[config.mk]
export PLATFORM = sky130hd
export DESIGN_NAME = uc_secuenciada
export DESIGN_NICKNAME = d
export VERILOG_FILES = /design/src/rtl/uc_pkg.sv /design/src/rtl/uc_stack_cnt.sv /design/src/rtl/uc_secuenciada.sv
export SDC_FILE = /design/constraint.sdc
export NUM_CORES = 1
export LEC_CHECK = 0
export BUFFER_PORTS_ARGS = -buffer_cell sky130_fd_sc_hd__buf_4
export CORE_MARGIN = 5
export CORE_UTILIZATION = 58
export CTS_CLUSTER_DIAMETER = 60
export DETAILED_ROUTE_END_ITERATION = 7
export GPL_TIMING_DRIVEN = 0
export PLACE_DENSITY_LB_ADDON = 0.15
export SETUP_SLACK_MARGIN = 0.1
export SLEW_MARGIN = 10
export SYNTH_ARGS = -nofsm -noshare
export SYNTH_HDL_FRONTEND = slang
export SYNTH_SLANG_ARGS = --single-unit
[constraint.sdc]
create_clock -name clk -period 5.3 [get_ports clk]
set_clock_uncertainty 0.15 [all_clocks]
set_input_delay 0.53 -clock clk [delete_from_list [all_inputs] [get_ports clk]]
set_output_delay 0.53 -clock clk [all_outputs]
set_load 0.02 [all_outputs]
[src/rtl/uc_pkg.sv]
// Shared opcode constants and sequencer state encoding for the control unit.
package uc_pkg;

    typedef enum logic [1:0] {
        ST_EXEC    = 2'd0,
        ST_SKIP    = 2'd1,
        ST_IO_WAIT = 2'd2
    } state_e;

    // Full-opcode encodings (top 6 bits)
    localparam logic [5:0] OP_J    = 6'b110000;
    localparam logic [5:0] OP_JZ   = 6'b110001;
    localparam logic [5:0] OP_JNZ  = 6'b110010;
    localparam logic [5:0] OP_CALL = 6'b110100;
    localparam logic [5:0] OP_RET  = 6'b110101;

    // Four-bit prefixes; the low two bits are operands or don't-care
    localparam logic [3:0] OP_LOADI = 4'b1000;
    localparam logic [3:0] OP_IN    = 4'b1001;
    localparam logic [3:0] OP_OUT   = 4'b1010;
    localparam logic [3:0] OP_SKIP  = 4'b1110;

endpackage

[src/rtl/uc_stack_cnt.sv]
// Saturating return-stack depth tracker; reports full and empty to the sequencer.
module uc_stack_cnt #(
    parameter int unsigned STACK_DEPTH = 16
) (
    input  logic clk,
    input  logic reset,
    input  logic inc,
    input  logic dec,
    output logic full,
    output logic empty
);

    localparam int unsigned DW = $clog2(STACK_DEPTH + 1);

    logic [DW-1:0] depth_q;
    logic [DW-1:0] depth_d;

    assign full  = (depth_q == DW'(STACK_DEPTH));
    assign empty = (depth_q == '0);

    always_comb begin
        depth_d = depth_q;
        if (inc && !dec && !full) begin
            depth_d = depth_q + DW'(1);
        end else if (dec && !inc && !empty) begin
            depth_d = depth_q - DW'(1);
        end
    end

    always_ff @(posedge clk) begin
        if (reset) begin
            depth_q <= '0;
        end else begin
            depth_q <= depth_d;
        end
    end

endmodule

[src/rtl/uc_secuenciada.sv]
// Control unit: 0-cycle opcode decode plus a registered sequencer for skip,
// stalled I/O with timeout, and call/return depth checking.
module uc_secuenciada
    import uc_pkg::*;
#(
    parameter int unsigned OPW         = 6,
    parameter int unsigned ALU_OPW     = 3,
    parameter int unsigned SKIP_W      = 2,
    parameter int unsigned STACK_DEPTH = 16,
    parameter int unsigned IO_TIMEOUT  = 15
) (
    input  logic               clk,
    input  logic               reset,
    input  logic [OPW-1:0]     opcode,
    input  logic               s_z,
    input  logic               io_ready,
    output logic               s_inc,
    output logic               s_inm,
    output logic               s_in,
    output logic               we3,
    output logic               wez,
    output logic               wesp,
    output logic               push,
    output logic               pop,
    output logic [ALU_OPW-1:0] op_alu,
    output logic               pc_en,
    output logic               io_rd,
    output logic               io_wr,
    output logic               skipping,
    output logic               stack_err,
    output logic               io_err
);

    localparam int unsigned SCNT_W = SKIP_W + 1;
    localparam int unsigned WCNT_W = $clog2(IO_TIMEOUT + 1);

    state_e             state_q, state_d;
    logic [SCNT_W-1:0]  scnt_q, scnt_d;
    logic [WCNT_W-1:0]  wcnt_q, wcnt_d;
    logic               stack_err_q, stack_err_d;
    logic               io_err_q, io_err_d;

    logic [5:0]         top6;
    logic               stk_push, stk_pop;
    logic               stk_full, stk_empty;
    logic               wait_last;
    logic               io_is_in;

    assign top6      = opcode[OPW-1 -: 6];
    assign io_is_in  = (top6[5:2] == OP_IN);
    // The current wait cycle is the last one the device is allowed
    assign wait_last = (wcnt_q == WCNT_W'(IO_TIMEOUT - 1));

    // Sticky flags read as zero while reset is held
    assign stack_err = stack_err_q & ~reset;
    assign io_err    = io_err_q & ~reset;

    uc_stack_cnt #(
        .STACK_DEPTH(STACK_DEPTH)
    ) u_stack_cnt (
        .clk  (clk),
        .reset(reset),
        .inc  (stk_push),
        .dec  (stk_pop),
        .full (stk_full),
        .empty(stk_empty)
    );

    always_comb begin
        state_d     = state_q;
        scnt_d      = scnt_q;
        wcnt_d      = wcnt_q;
        stack_err_d = stack_err_q;
        io_err_d    = io_err_q;
        s_inc       = 1'b1;
        pc_en       = 1'b1;
        s_inm       = 1'b0;
        s_in        = 1'b0;
        we3         = 1'b0;
        wez         = 1'b0;
        wesp        = 1'b0;
        push        = 1'b0;
        pop         = 1'b0;
        io_rd       = 1'b0;
        io_wr       = 1'b0;
        skipping    = 1'b0;
        stk_push    = 1'b0;
        stk_pop     = 1'b0;
        op_alu      = ALU_OPW'(top6[4:2]);

        if (reset) begin
            pc_en = 1'b0;
        end else begin
            case (state_q)
                ST_EXEC: begin
                    if (!top6[5]) begin
                        we3 = 1'b1;
                        wez = 1'b1;
                    end else begin
                        case (top6[5:2])
                            OP_LOADI: begin
                                s_inm = 1'b1;
                                we3   = 1'b1;
                            end
                            OP_IN: begin
                                io_rd = 1'b1;
                                if (io_ready) begin
                                    s_in = 1'b1;
                                    we3  = 1'b1;
                                end else begin
                                    pc_en   = 1'b0;
                                    wcnt_d  = '0;
                                    state_d = ST_IO_WAIT;
                                end
                            end
                            OP_OUT: begin
                                io_wr = 1'b1;
                                if (!io_ready) begin
                                    pc_en   = 1'b0;
                                    wcnt_d  = '0;
                                    state_d = ST_IO_WAIT;
                                end
                            end
                            OP_SKIP: begin
                                scnt_d  = SCNT_W'(opcode[SKIP_W-1:0]) + SCNT_W'(1);
                                state_d = ST_SKIP;
                            end
                            default: begin
                                case (top6)
                                    OP_J:   s_inc = 1'b0;
                                    OP_JZ:  s_inc = ~s_z;
                                    OP_JNZ: s_inc = s_z;
                                    OP_CALL: begin
                                        if (stk_full) begin
                                            stack_err_d = 1'b1;
                                        end else begin
                                            wesp     = 1'b1;
                                            push     = 1'b1;
                                            s_inc    = 1'b0;
                                            stk_push = 1'b1;
                                        end
                                    end
                                    OP_RET: begin
                                        if (stk_empty) begin
                                            stack_err_d = 1'b1;
                                        end else begin
                                            wesp    = 1'b1;
                                            pop     = 1'b1;
                                            s_inc   = 1'b0;
                                            stk_pop = 1'b1;
                                        end
                                    end
                                    default: ;
                                endcase
                            end
                        endcase
                    end
                end
                ST_SKIP: begin
                    skipping = 1'b1;
                    scnt_d   = scnt_q - SCNT_W'(1);
                    if (scnt_q == SCNT_W'(1)) begin
                        state_d = ST_EXEC;
                    end
                end
                ST_IO_WAIT: begin
                    pc_en  = 1'b0;
                    io_rd  = io_is_in;
                    io_wr  = ~io_is_in;
                    wcnt_d = wcnt_q + WCNT_W'(1);
                    if (io_ready) begin
                        pc_en   = 1'b1;
                        s_in    = io_is_in;
                        we3     = io_is_in;
                        state_d = ST_EXEC;
                    end else if (wait_last) begin
                        io_err_d = 1'b1;
                        pc_en    = 1'b1;
                        state_d  = ST_EXEC;
                    end
                end
                default: state_d = ST_EXEC;
            endcase
        end
    end

    always_ff @(posedge clk) begin
        if (reset) begin
            state_q     <= ST_EXEC;
            scnt_q      <= '0;
            wcnt_q      <= '0;
            stack_err_q <= 1'b0;
            io_err_q    <= 1'b0;
        end else begin
            state_q     <= state_d;
            scnt_q      <= scnt_d;
            wcnt_q      <= wcnt_d;
            stack_err_q <= stack_err_d;
            io_err_q    <= io_err_d;
        end
    end

endmodule

Word level (Yosys, flattened, before mapping)
Cells that the tools add are included.
- add/subtract/negate cells: 5
- eq/ne operators: 24
- mux-type cells: 76
- bitwise gates (word level): 7
- reductions and logical operators: 21
- operators by type and width (operator ; count):
    1-bit two-way mux ; 51
    6-bit == test (second input constant) ; 5
    4-bit == test (second input constant) ; 5
    1-bit one-hot mux with 2 select lines ; 8
    4-bit two-way mux ; 3
    2-bit two-way mux ; 5
    5-bit two-way mux ; 2
    2-bit inequality test (second input constant) ; 4
    4-bit one-hot mux with 2 select lines ; 1
    2-bit nonzero test ; 4
    3-bit two-way mux ; 2
    2-bit by 1-bit inequality test with 1-bit output (second input constant) ; 3
    3-bit inequality test (second input constant) ; 2
    2-bit one-hot mux with 3 select lines ; 1
    3-bit one-hot mux with 2 select lines ; 1
    3-bit AND reduction ; 2
    6-bit AND reduction ; 1
    5-bit by 1-bit adder with 5-bit output (second input constant) ; 1
    5-bit == test (second input constant) ; 1
    5-bit logical NOT ; 1
    1-bit NOT ; 5
    1-bit one-hot mux with 5 select lines ; 1
    5-bit AND reduction ; 1
    5-bit by 1-bit subtractor with 5-bit output (second input constant) ; 1
    other kinds (15) ; 22
- register bits: 16
- output and inout port bits: 17
- logic and storage cells: 139

Depth between registers and ports, before layout
- depth after elaboration: 12
- depth in mapped cells: 12

Modules after synthesis
A second synthesis with hierarchy kept.
- cell total of the unflattened synthesis: 162
- area total of the unflattened synthesis: 1343.8 um^2
- modules (own cells, without submodules) (module ; instances ; cells an instance ; area an instance (um^2) ; seq. area each (um^2)):
    uc_secuenciada ; 1 ; 120 ; 932.1 ; 220.2
    uc_stack_cnt ; 1 ; 42 ; 411.6 ; 100.1

Worst setup path before layout
Ideal clock, no wire load.
- path kind: input port to flip-flop
- from: input reset
- to: register u_stack_cnt.depth_q[4]
- library setup time: 123 ps
- arrival time: 3302 ps
- data required time: 5027 ps
- slack: 1725 ps
- cell stages on the path: 11
- path buffers: 1
- cell sequence: or3_4 or3b_1 buf_2 nor2_1 nand2_1 fa_1 a21o_1 a21oi_1 nor4bb_1 nor2_1 mux2_1
- cells in the longest elaborated chain, start to end: 5
- RTL lines (what ; line ; text):
    from (decl) ; uc_secuenciada.sv:13 ; input logic reset,
    1-bit two-way mux * ; n/a ;
    via push ; uc_secuenciada.sv:23 ; output logic push,
    1-bit logical NOT ; uc_stack_cnt.sv:25 ; end else if (dec && !inc && !empty) begin
    1-bit logical AND (2 in a row) ; uc_stack_cnt.sv:25 ;
    2-bit nonzero test (no line) ; n/a ;
    to (signal assigned) ; uc_stack_cnt.sv:34 ; depth_q <= depth_d;
    to (decl) ; uc_stack_cnt.sv:15 ; logic [DW-1:0] depth_q;
Mark *: on every way through the listed nets, which the timed path passes. The rest lies on a longest branch.
A chain may end at the register's enable or synchronous reset.

Final worst setup path
- from: register state_q[0]
- to: register u_stack_cnt.depth_q[4]
- cells in the longest elaborated chain, start to end: 7
- RTL lines (what ; line ; text):
    from (decl) ; uc_secuenciada.sv:37 ; state_e state_q, state_d;
    from (signal assigned) ; uc_secuenciada.sv:195 ; state_q <= state_d;
    2-bit logical NOT * ; uc_secuenciada.sv:94 ; case (state_q)
    1-bit two-way mux ; uc_secuenciada.sv:94 ;
    1-bit two-way mux ; uc_secuenciada.sv:91 ; if (reset) begin
    1-bit logical NOT, on equally long branches ; uc_stack_cnt.sv:23, uc_stack_cnt.sv:25 ;
    1-bit logical AND, on equally long branches (2 in a row) ; uc_stack_cnt.sv:23, uc_stack_cnt.sv:25 ;
    5-bit two-way mux or 2-bit nonzero test (tied branches) ; n/a ;
Mark *: on every way between the ends. The rest lies on a longest branch, timed or not.

==> flow_summary.yaml <==
status:
  outcome: "finished, final reports clean"
placed_design:
  place_area_mm2: 0.00147
  dp_hpwl_mm: 2.42
  portBuffers: 25
  gp_congestion: 0.782
  pre_cts_ws_ns: 1.60
clock_network:
  path_clk_slew_ns: 0.09
  cts-root-buf: "clkbuf_4"
  cts_max_path_buffers: 2
  clk_latency_ns: 0.29
  cts_hold_buf: 0
  numCtsBuffers: 3
  cts_resized: 0
  clock_sinks: 16
  cts_setup_buffers: 0
  htree_levels: 1
  cts_tree: "done"
floorplanning:
  die_w_um: 56.4
  ios: 27
  rows: 16
  dieHeight_um: 56.4
  die-area_mm2: 0.00318
  start_util: 0.624
  core_area_mm2: 0.00200
routing:
  vias_per_cell: 5.90
  drtIter0Drc: 29
  antenna_left: 0
  vias: 1256
  drc: 0
  dr.pass1.iters: 4
  wl_mm: 3.04
  wire_per_inst_um: 14.3
synth:
  syn-cell-area_mm2: 0.00125
  ys_warn_count: 0
  ys_seq_area_frac: 0.257
  syn_inst: 157
  synth_seq_cells: 16
  yosys-top-cells-count: "nor2_1 (29), dfxtp_1 (16), ha_1 (11)"
  ys_types: 46
  yosys.area.top_type_share: 0.257
  synth_flop_cell: "dfxtp_1"
  avgSynthCellArea_um2: 7.95
  yosysMostFrequentCell: "nor2_1"
  ys_async_sr_fraction: 0
  synth_edf_count: 0
  syn_nets: 179
  yosysTopAreaCell: "dfxtp_1"
  synth_area_leaders: "dfxtp_1 (26%), ha_1 (11%), nor2_1 (8.7%)"
hold_path:
  hold_class: "reg2reg"
grt:
  grt_pass1_vias: 1210
  grt_overflow: 0
  grtUsageTotal: 0.199
  grt_start_max_net_pins: 11
  grt_antenna_before_repair: 0
  grt_pass1_wl_mm: 5.19
finish:
  nNetsFinal: 209
  diodes: 0
  area_delta_synth_final_pct: 20.6
  drive_above_1_share: 0.210
  finalInstanceArea_mm2: 0.00151
setup_path:
  crit_type: "reg2reg"
  cp.arrival_ns: 3.51
  path_max_fanout: 8
  cp_slowest_stage_delay_ns: 0.50
  slowest_stage: "fa_1"
  startpoint_type: "flop"
  setup.worst_path.end_class: "flop"
  crit_top_cell: "nor2_1"
  worstPathCellList: "or3_4 > or3b_1 > buf_2 > nor2_1 > nand2_1 > fa_1 > a21o_1 > a21oi_1 > nor4bb_1 > nor2_1 > mux2_1"
  cp.required_ns: 5.34
timing:
  max_freq_mhz: 288
  maxSlewViolCount: 0
  rsz0062_at_grt: "false"
  hold_viol: 0
  setup_slack_ns: 1.83
  slew_headroom: 0.684
  layout_min_cycle_time_ns: 3.47
  setup_viol: 0
  tns_ns: 0
  fin_crit_sh: 0.655
  tightest_slew_ns: 0.474
power:
  leakagePower_nw: 0.670
  irDropWorstVdd_mv: 0.197
  p_per_area_mw_per_mm2: 172
run:
  cap_violations: 0
[critical path, delay by kind of cell (launching register included)]
| kind | cells | cell delay, ns |
|---|---|---|
| fa+ha+maj | 1 | 0.50 |
| simple gates | 6 | 1.47 |
| buf+inv | 1 | 0.18 |
| flops | 1 | 0.36 |
| compound gates | 2 | 0.40 |
| mux | 1 | 0.32 |
[registers in the layout, summed over array words and instances, names as in the netlist]
name,cells
state_q,2
scnt_q,3
u_stack_cnt.depth_q,5
io_err_q,1
wcnt_q,4
stack_err_q,1
[placed cells by master (no fill, tap or decap), types with 3 or more instances in the layout]
cell / instances
a211oi_1: 8
a21o_1: 3
a21oi_1: 7
buf_2: 3
buf_4: 28
clkbuf_1: 4
clkbuf_4: 3
dfxtp_1: 16
ha_1: 11
inv_1: 9
mux2i_1: 5
nand2_1: 5
nand2b_1: 3
nor2_1: 29
nor2b_1: 3
nor3_1: 4
o21ai_0: 3
o21ai_1: 3
[cell type report]
type	instances	area, um2
Buffer	11	56.3
Clock buffer	4	36.3
Fill cell	165	495
Inverter	9	33.8
Multi-Input combinational cell	121	838
Sequential cell	16	320
Tap cell	27	33.8
Timing Repair Buffer	25	188
[report_power, final]
part / total [mW] / leakage (nW) / internal, mW / switching (mW)
Combinational: 0.0526 / 0.520 / 0.0226 / 0.0300
Clock: 0.0817 / 0.0210 / 0.0419 / 0.0398
Sequential: 0.125 / 0.129 / 0.123 / 0.00194
Total: 0.259 / 0.670 / 0.187 / 0.0718
[kinds of logic (layout without fill, tap and decap cells)]
kind of cell	Yosys count	in the layout	synth area share
mux	7	7	0.0581
fa+ha+maj	12	12	0.126
simple gates	63	63	0.267
xor+xnor	4	4	0.0281
compound gates	35	35	0.192
flops	16	16	0.257
buf+inv	20	49	0.0721
[metrics by stage]
stage | cells | power [mW] | utilization | hold slack, ns
finish | 213 | 0.259 | 0.753 | 0.319
global route | 213 | 0.274 | 0.753 | 0.367
CTS | 213 | 0.261 | 0.753 | 0.320
detailed placement | 209 | 0.180 | 0.734 | 0.306
global placement | 209 | 0.177 | 0.734 | 0.304
floorplan | 157 | 0.159 | - | 0.282
[per-layer routing]
| layer | vias to the layer above | global-route usage | routed length [um] |
|---|---|---|---|
| met4 | 0 | 0.0746 | 29 |
| met5 | - | 0 | 0 |
| met2 | 28 | 0.366 | 1630 |
| met3 | 6 | 0.0459 | 130 |
| li1 | 620 | - | - |
| met1 | 602 | 0.218 | 1250 |
[worst paths after layout]
| path | cells after the start | slack [ns] | end | start |
|---|---|---|---|---|
| min reg2reg | 2 | 0.32 | stack_err_q | stack_err_q |
| max | 11 | 1.83 | u_stack_cnt.depth_q[4] | state_q[0] |
| max reg2reg | 11 | 1.83 | u_stack_cnt.depth_q[4] | state_q[0] |
| min | 2 | 0.32 | stack_err_q | stack_err_q |
Power figures use the tool's default switching activity.
